File: src/rtl/muxn_pkg.sv
// Shared constants and helpers for the N-way registered selector (muxn_skid).
package muxn_pkg;

    localparam int MUXN_MAX_N = 16;

    // Select width for an n-way choice; never narrower than one bit.
    function automatic int sel_width(input int n);
        return (n <= 2) ? 1 : $clog2(n);
    endfunction

endpackage

File: src/rtl/muxn_comb.sv
// Pure N-way, WIDTH-bit select. A select at or beyond N matches no input,
// so the result is all zeros and never X.
module muxn_comb import muxn_pkg::*; #(
    parameter int WIDTH = 32,
    parameter int N     = 9,
    parameter int SELW  = sel_width(N)
) (
    input  logic [N*WIDTH-1:0] d_i,
    input  logic [SELW-1:0]    s_i,
    output logic [WIDTH-1:0]   y_o
);

    always_comb begin
        y_o = '0;
        for (int i = 0; i < N; i++) begin
            if (s_i == SELW'(i)) begin
                y_o = d_i[i*WIDTH +: WIDTH];
            end
        end
    end

endmodule

File: src/rtl/muxn_skid.sv
// N-way selector registered behind a valid/ready handshake with a 2-entry skid.
// Define MUXN_SEL_ERR_EN to build the sticky out-of-range select flag.
module muxn_skid import muxn_pkg::*; #(
    parameter int  WIDTH = 32,
    parameter int  N     = 9,
    localparam int SELW  = sel_width(N)
) (
    input  logic               clk,
    input  logic               reset,
    input  logic [N*WIDTH-1:0] d,
    input  logic [SELW-1:0]    s,
    input  logic               in_valid,
    output logic               in_ready,
    output logic [WIDTH-1:0]   y,
    output logic               out_valid,
    input  logic               out_ready,
    output logic               sel_err
);

    // Handshake: a beat moves on a port only in a cycle where its valid and
    // ready are both high at the rising edge; a producer holding valid while
    // ready is low must keep d/s unchanged until the beat is taken.

    if (N < 2 || N > MUXN_MAX_N) begin : g_bad_n
        $error("muxn_skid: N must be in 2..%0d", MUXN_MAX_N);
    end

    typedef struct packed {
        logic             valid;
        logic [WIDTH-1:0] data;
    } skid_entry_t;

    logic [WIDTH-1:0] sel_data;
    logic [WIDTH-1:0] y_q, y_d;
    logic             out_valid_q, out_valid_d;
    logic             in_ready_q, in_ready_d;
    skid_entry_t      skid_q, skid_d;
    logic             in_xfer, out_xfer, main_load;

    muxn_comb #(
        .WIDTH (WIDTH),
        .N     (N),
        .SELW  (SELW)
    ) u_comb (
        .d_i (d),
        .s_i (s),
        .y_o (sel_data)
    );

    assign in_xfer   = in_valid & in_ready_q;
    assign out_xfer  = out_valid_q & out_ready;
    assign main_load = ~out_valid_q | out_xfer;

    always_comb begin
        y_d         = y_q;
        out_valid_d = out_valid_q;
        skid_d      = skid_q;
        if (main_load) begin
            if (skid_q.valid) begin
                y_d          = skid_q.data;
                out_valid_d  = 1'b1;
                skid_d.valid = 1'b0;
            end else begin
                y_d         = sel_data;
                out_valid_d = in_xfer;
            end
        end
        // Main is occupied and stalled: park the new beat behind it.
        if (in_xfer && out_valid_q && !out_ready) begin
            skid_d.valid = 1'b1;
            skid_d.data  = sel_data;
        end
        in_ready_d = ~skid_d.valid;
    end

    always_ff @(posedge clk) begin
        if (reset) begin
            y_q         <= '0;
            out_valid_q <= 1'b0;
            in_ready_q  <= 1'b1;
            skid_q      <= '0;
        end else begin
            y_q         <= y_d;
            out_valid_q <= out_valid_d;
            in_ready_q  <= in_ready_d;
            skid_q      <= skid_d;
        end
    end

    assign y         = y_q;
    assign out_valid = out_valid_q;
    assign in_ready  = in_ready_q;

`ifdef MUXN_SEL_ERR_EN
    localparam logic [SELW:0] N_LIM = (SELW+1)'(N);

    logic sel_err_q, sel_err_d, sel_oor;

    assign sel_oor   = {1'b0, s} >= N_LIM;
    assign sel_err_d = sel_err_q | (in_xfer & sel_oor);

    always_ff @(posedge clk) begin
        if (reset) begin
            sel_err_q <= 1'b0;
        end else begin
            sel_err_q <= sel_err_d;
        end
    end

    assign sel_err = sel_err_q;
`else
    assign sel_err = 1'b0;
`endif

endmodule
File: config.mk
export PLATFORM = sky130hd
export DESIGN_NAME = muxn_skid
export DESIGN_NICKNAME = d
export VERILOG_FILES = /design/src/rtl/muxn_pkg.sv /design/src/rtl/muxn_comb.sv /design/src/rtl/muxn_skid.sv
export SDC_FILE = /design/constraint.sdc
export NUM_CORES = 1
export LEC_CHECK = 0
export BUFFER_PORTS_ARGS = -buffer_cell sky130_fd_sc_hd__buf_2
export CAP_MARGIN = 15
export CORE_AREA = 5 5 126 128
export CTS_CLUSTER_DIAMETER = 60
export DETAILED_ROUTE_END_ITERATION = 16
export DIE_AREA = 0 0 131 133
export GPL_TIMING_DRIVEN = 0
export PLACE_DENSITY = 0.7
export SETUP_SLACK_MARGIN = 0.4
export SKIP_LAST_GASP = 1
export SLEW_MARGIN = 20
export SYNTH_ARGS = -nofsm -noshare
export SYNTH_HDL_FRONTEND = slang
export SYNTH_SLANG_ARGS = --single-unit
File: constraint.sdc
create_clock -name clk -period 1.5 [get_ports clk]
set_input_delay 0.15 -clock clk [delete_from_list [all_inputs] [get_ports clk]]
set_output_delay 0.15 -clock clk [all_outputs]
set_load 0.03 [all_outputs]
==> results.yml <==
status:
  violations: "setup timing"
  outcome: "finished with violations"
grt:
  antenna_found_initial: 13
  overflow: 0
  grt_usage_pct: 32.48
  grt_start_max_net_pins: 12
  grt_pass1_wl_mm: 43.55
  grt_pass1_vias: 7561
finish:
  area_growth_pct: 70.26
  drive_gt1_share_pct: 55.01
  post-route-util_pct: 62.30
  nets: 1411
  final_common_cell: "buf_2"
  final_cell_mix: "334 x buf_2, 66 x dfxtp_1, 63 x o21ai_0"
cts:
  cts_sinks: 67
  cts_root_buffer: "clkbuf_16"
  cts_max_path_buffers: 2
  hold_buffers: 0
  htreeDepth: 3
  clk_pin_slew_ps: 50
  numCtsBuffers: 9
  clock_latency_ps: 330
  cts_tree: "done"
sta:
  worst_slack_ps: -70.47
  drv_slew: 0
  rsz0062_at_grt: "yes"
  setup_viol: 15
  worst_pin_slew_ps: 673.9
  clock_skew_ps: 4.224
  fin_crit_ps: 1570
  fin_tns_setup_ps: -359.7
  slew_headroom_pct: 55.07
  timing.fmax_mhz: 636.8
  finalCritPeriodShare_pct: 104.7
  hold_violations: 0
power_and_ir_drop:
  peakVddDrop_mv: 0.7537
  total_power_mw: 6.164
  p_leak_nw: 3.834
  power.density_nw_per_um2: 670.8
routing:
  routed-via-count: 7965
  first_pass_iters: 5
  drtIter0Drc: 763
  antenna_left: 0
  wl_per_cell_um: 23.10
  vias_per_cell: 6.025
  wirelength_mm: 30.54
  drc: 0
placement:
  post-place-ws_ps: -805.0
  place_congestion: 0.9633
  io_buffers: 327
  hpwl_mm: 22.99
synth:
  async_reset_ff_share_pct: 0
  ys_seq_area_share_pct: 24.85
  synth_cells: 731
  syn_area_um2: 5398
  synth_edf_count: 0
  yosysUniqueCellTypes: 50
  syn_avg_cell_area_um2: 7.384
  synth-main-ff-cell: "dfxtp_1"
  ys_warn_count: 0
  synth-seq-cells: 67
  syn-num-nets: 1027
die:
  core_um2: 14750
  num_rows: 45
  floorplan.initialDensity_pct: 36.59
  die_width_um: 131
  dieArea_um2: 17420
  dieHeight_um: 133
  ios: 331
worst_hold_path:
  hold_path_depth: 3
  hold_class: "input port to flop"
critical_path:
  start_kind: "input port"
  path_cells: "buf_12 -> or4b_4 -> buf_8 -> o21ai_2 -> a21oi_2 -> a221oi_2 -> a211oi_1"
  worst_setup_path_end_kind: "flop"
  reg2reg_setup_slack_ps: 10
  worstPathMaxFanout: 7
  cpMaxStageDelayCell: "or4b_4"
  path_class: "input port to flop"
  crit_arrival_ps: 1760
  worstPathRequired_ps: 1690
  cp_slowest_stage_delay_ps: 650
  reg2reg_depth: 6
run:
  cap_violations: 0
critical path, delay by kind of cell:
family / cells / cell delay, ps
AND/OR/NAND/NOR: 1 / 650
AO/OA/AOI/OAI: 4 / 650
buffers and inverters: 2 / 300
cell usage after synthesis (all sizes together) (3+ instances only):
library cell	count	area [um2]
dfxtp	67	1341
a311oi	11	96.34
and3b	3	26.28
inv	11	41.29
a31oi	5	31.28
mux2i	8	80.08
o21ai	110	550.5
mux2	7	78.83
a22oi	27	202.7
nand3b	4	30.03
o22ai	68	431.7
nand3	4	20.02
clkbuf	48	180.2
a221o	5	50.05
a221oi	21	296.5
a22o	4	35.03
a222oi	5	50.05
a21oi	85	425.4
nand2	7	26.28
o221ai	3	26.28
a311o	5	50.05
nor2b	48	300.3
nor3b	3	45.05
o21a	5	37.54
a211oi	24	180.2
nor3	29	150.1
nand2b	6	37.54
nor2	60	227.7
buf	35	239.0
metal layers:
| metal | track usage, % | wire, um | vias to the layer above |
|---|---|---|---|
| met1 | 42.64 | 11910 | 3756 |
| met5 | 0 | 0 | - |
| met2 | 52.06 | 14720 | 509 |
| li1 | - | - | 3612 |
| met4 | 14.23 | 1216 | 0 |
| met3 | 5.087 | 2687 | 88 |
power breakdown:
| part | internal, mW | switching, mW | leakage [nW] |
|---|---|---|---|
| clock network | 1.09 | 0.758 | 0.119 |
| logic | 1.05 | 1.31 | 3.17 |
| registers | 1.89 | 0.0590 | 0.548 |
cell type report:
cell class	instances	area [um2]
Antenna cell	16	40.04
Buffer	83	735.7
Clock buffer	9	225.2
Clock inverter	5	32.53
Fill cell	1363	5562
Inverter	11	41.29
Multi-Input combinational cell	571	4402
Sequential cell	67	1345
Tap cell	188	235.2
Timing Repair Buffer	372	2133
state kept, by name (all words and copies together) (netlist names):
signal,count
y,32
in_ready,1
skid_q,33
out_valid,1
through the flow:
stage               hold slack (ps)  cell area [um2]  std cells
floorplan                     323.9             5563        731
global route                  148.9             9183       1319
CTS                           123.1             8783       1300
detailed placement            460.8             7435       1246
global placement              449.7             7435       1246
finish                        121.1             9190       1322
cells by family after synthesis:
kind of cell / synth area share, %
AO/OA/AOI/OAI: 46.13
other: 0.06947
flip-flops: 24.85
buffers and inverters: 8.531
multiplexers: 2.944
AND/OR/NAND/NOR: 17.48
worst paths after layout:
path | start | end
worst max-delay path | s[0] | skid_q[11]$_SDFFE_PP0P_
worst min-delay path | d[274] | y[18]$_SDFFE_PP0P_
worst max register to register | out_valid$_SDFFE_PP0P_ | skid_q[14]$_SDFFE_PP0P_
worst min register to register | skid_q[5]$_SDFFE_PP0P_ | y[5]$_SDFFE_PP0P_
timing repair:
action / CTS / global route
endpoints found under the setup margin: 67 / 67
gates cloned: 6 / 1
buffers inserted: 34 / 5
resized for setup: 180 / 69
pin swaps: 66 / 52
No activity file was read; power rests on OpenSTA's default activity.
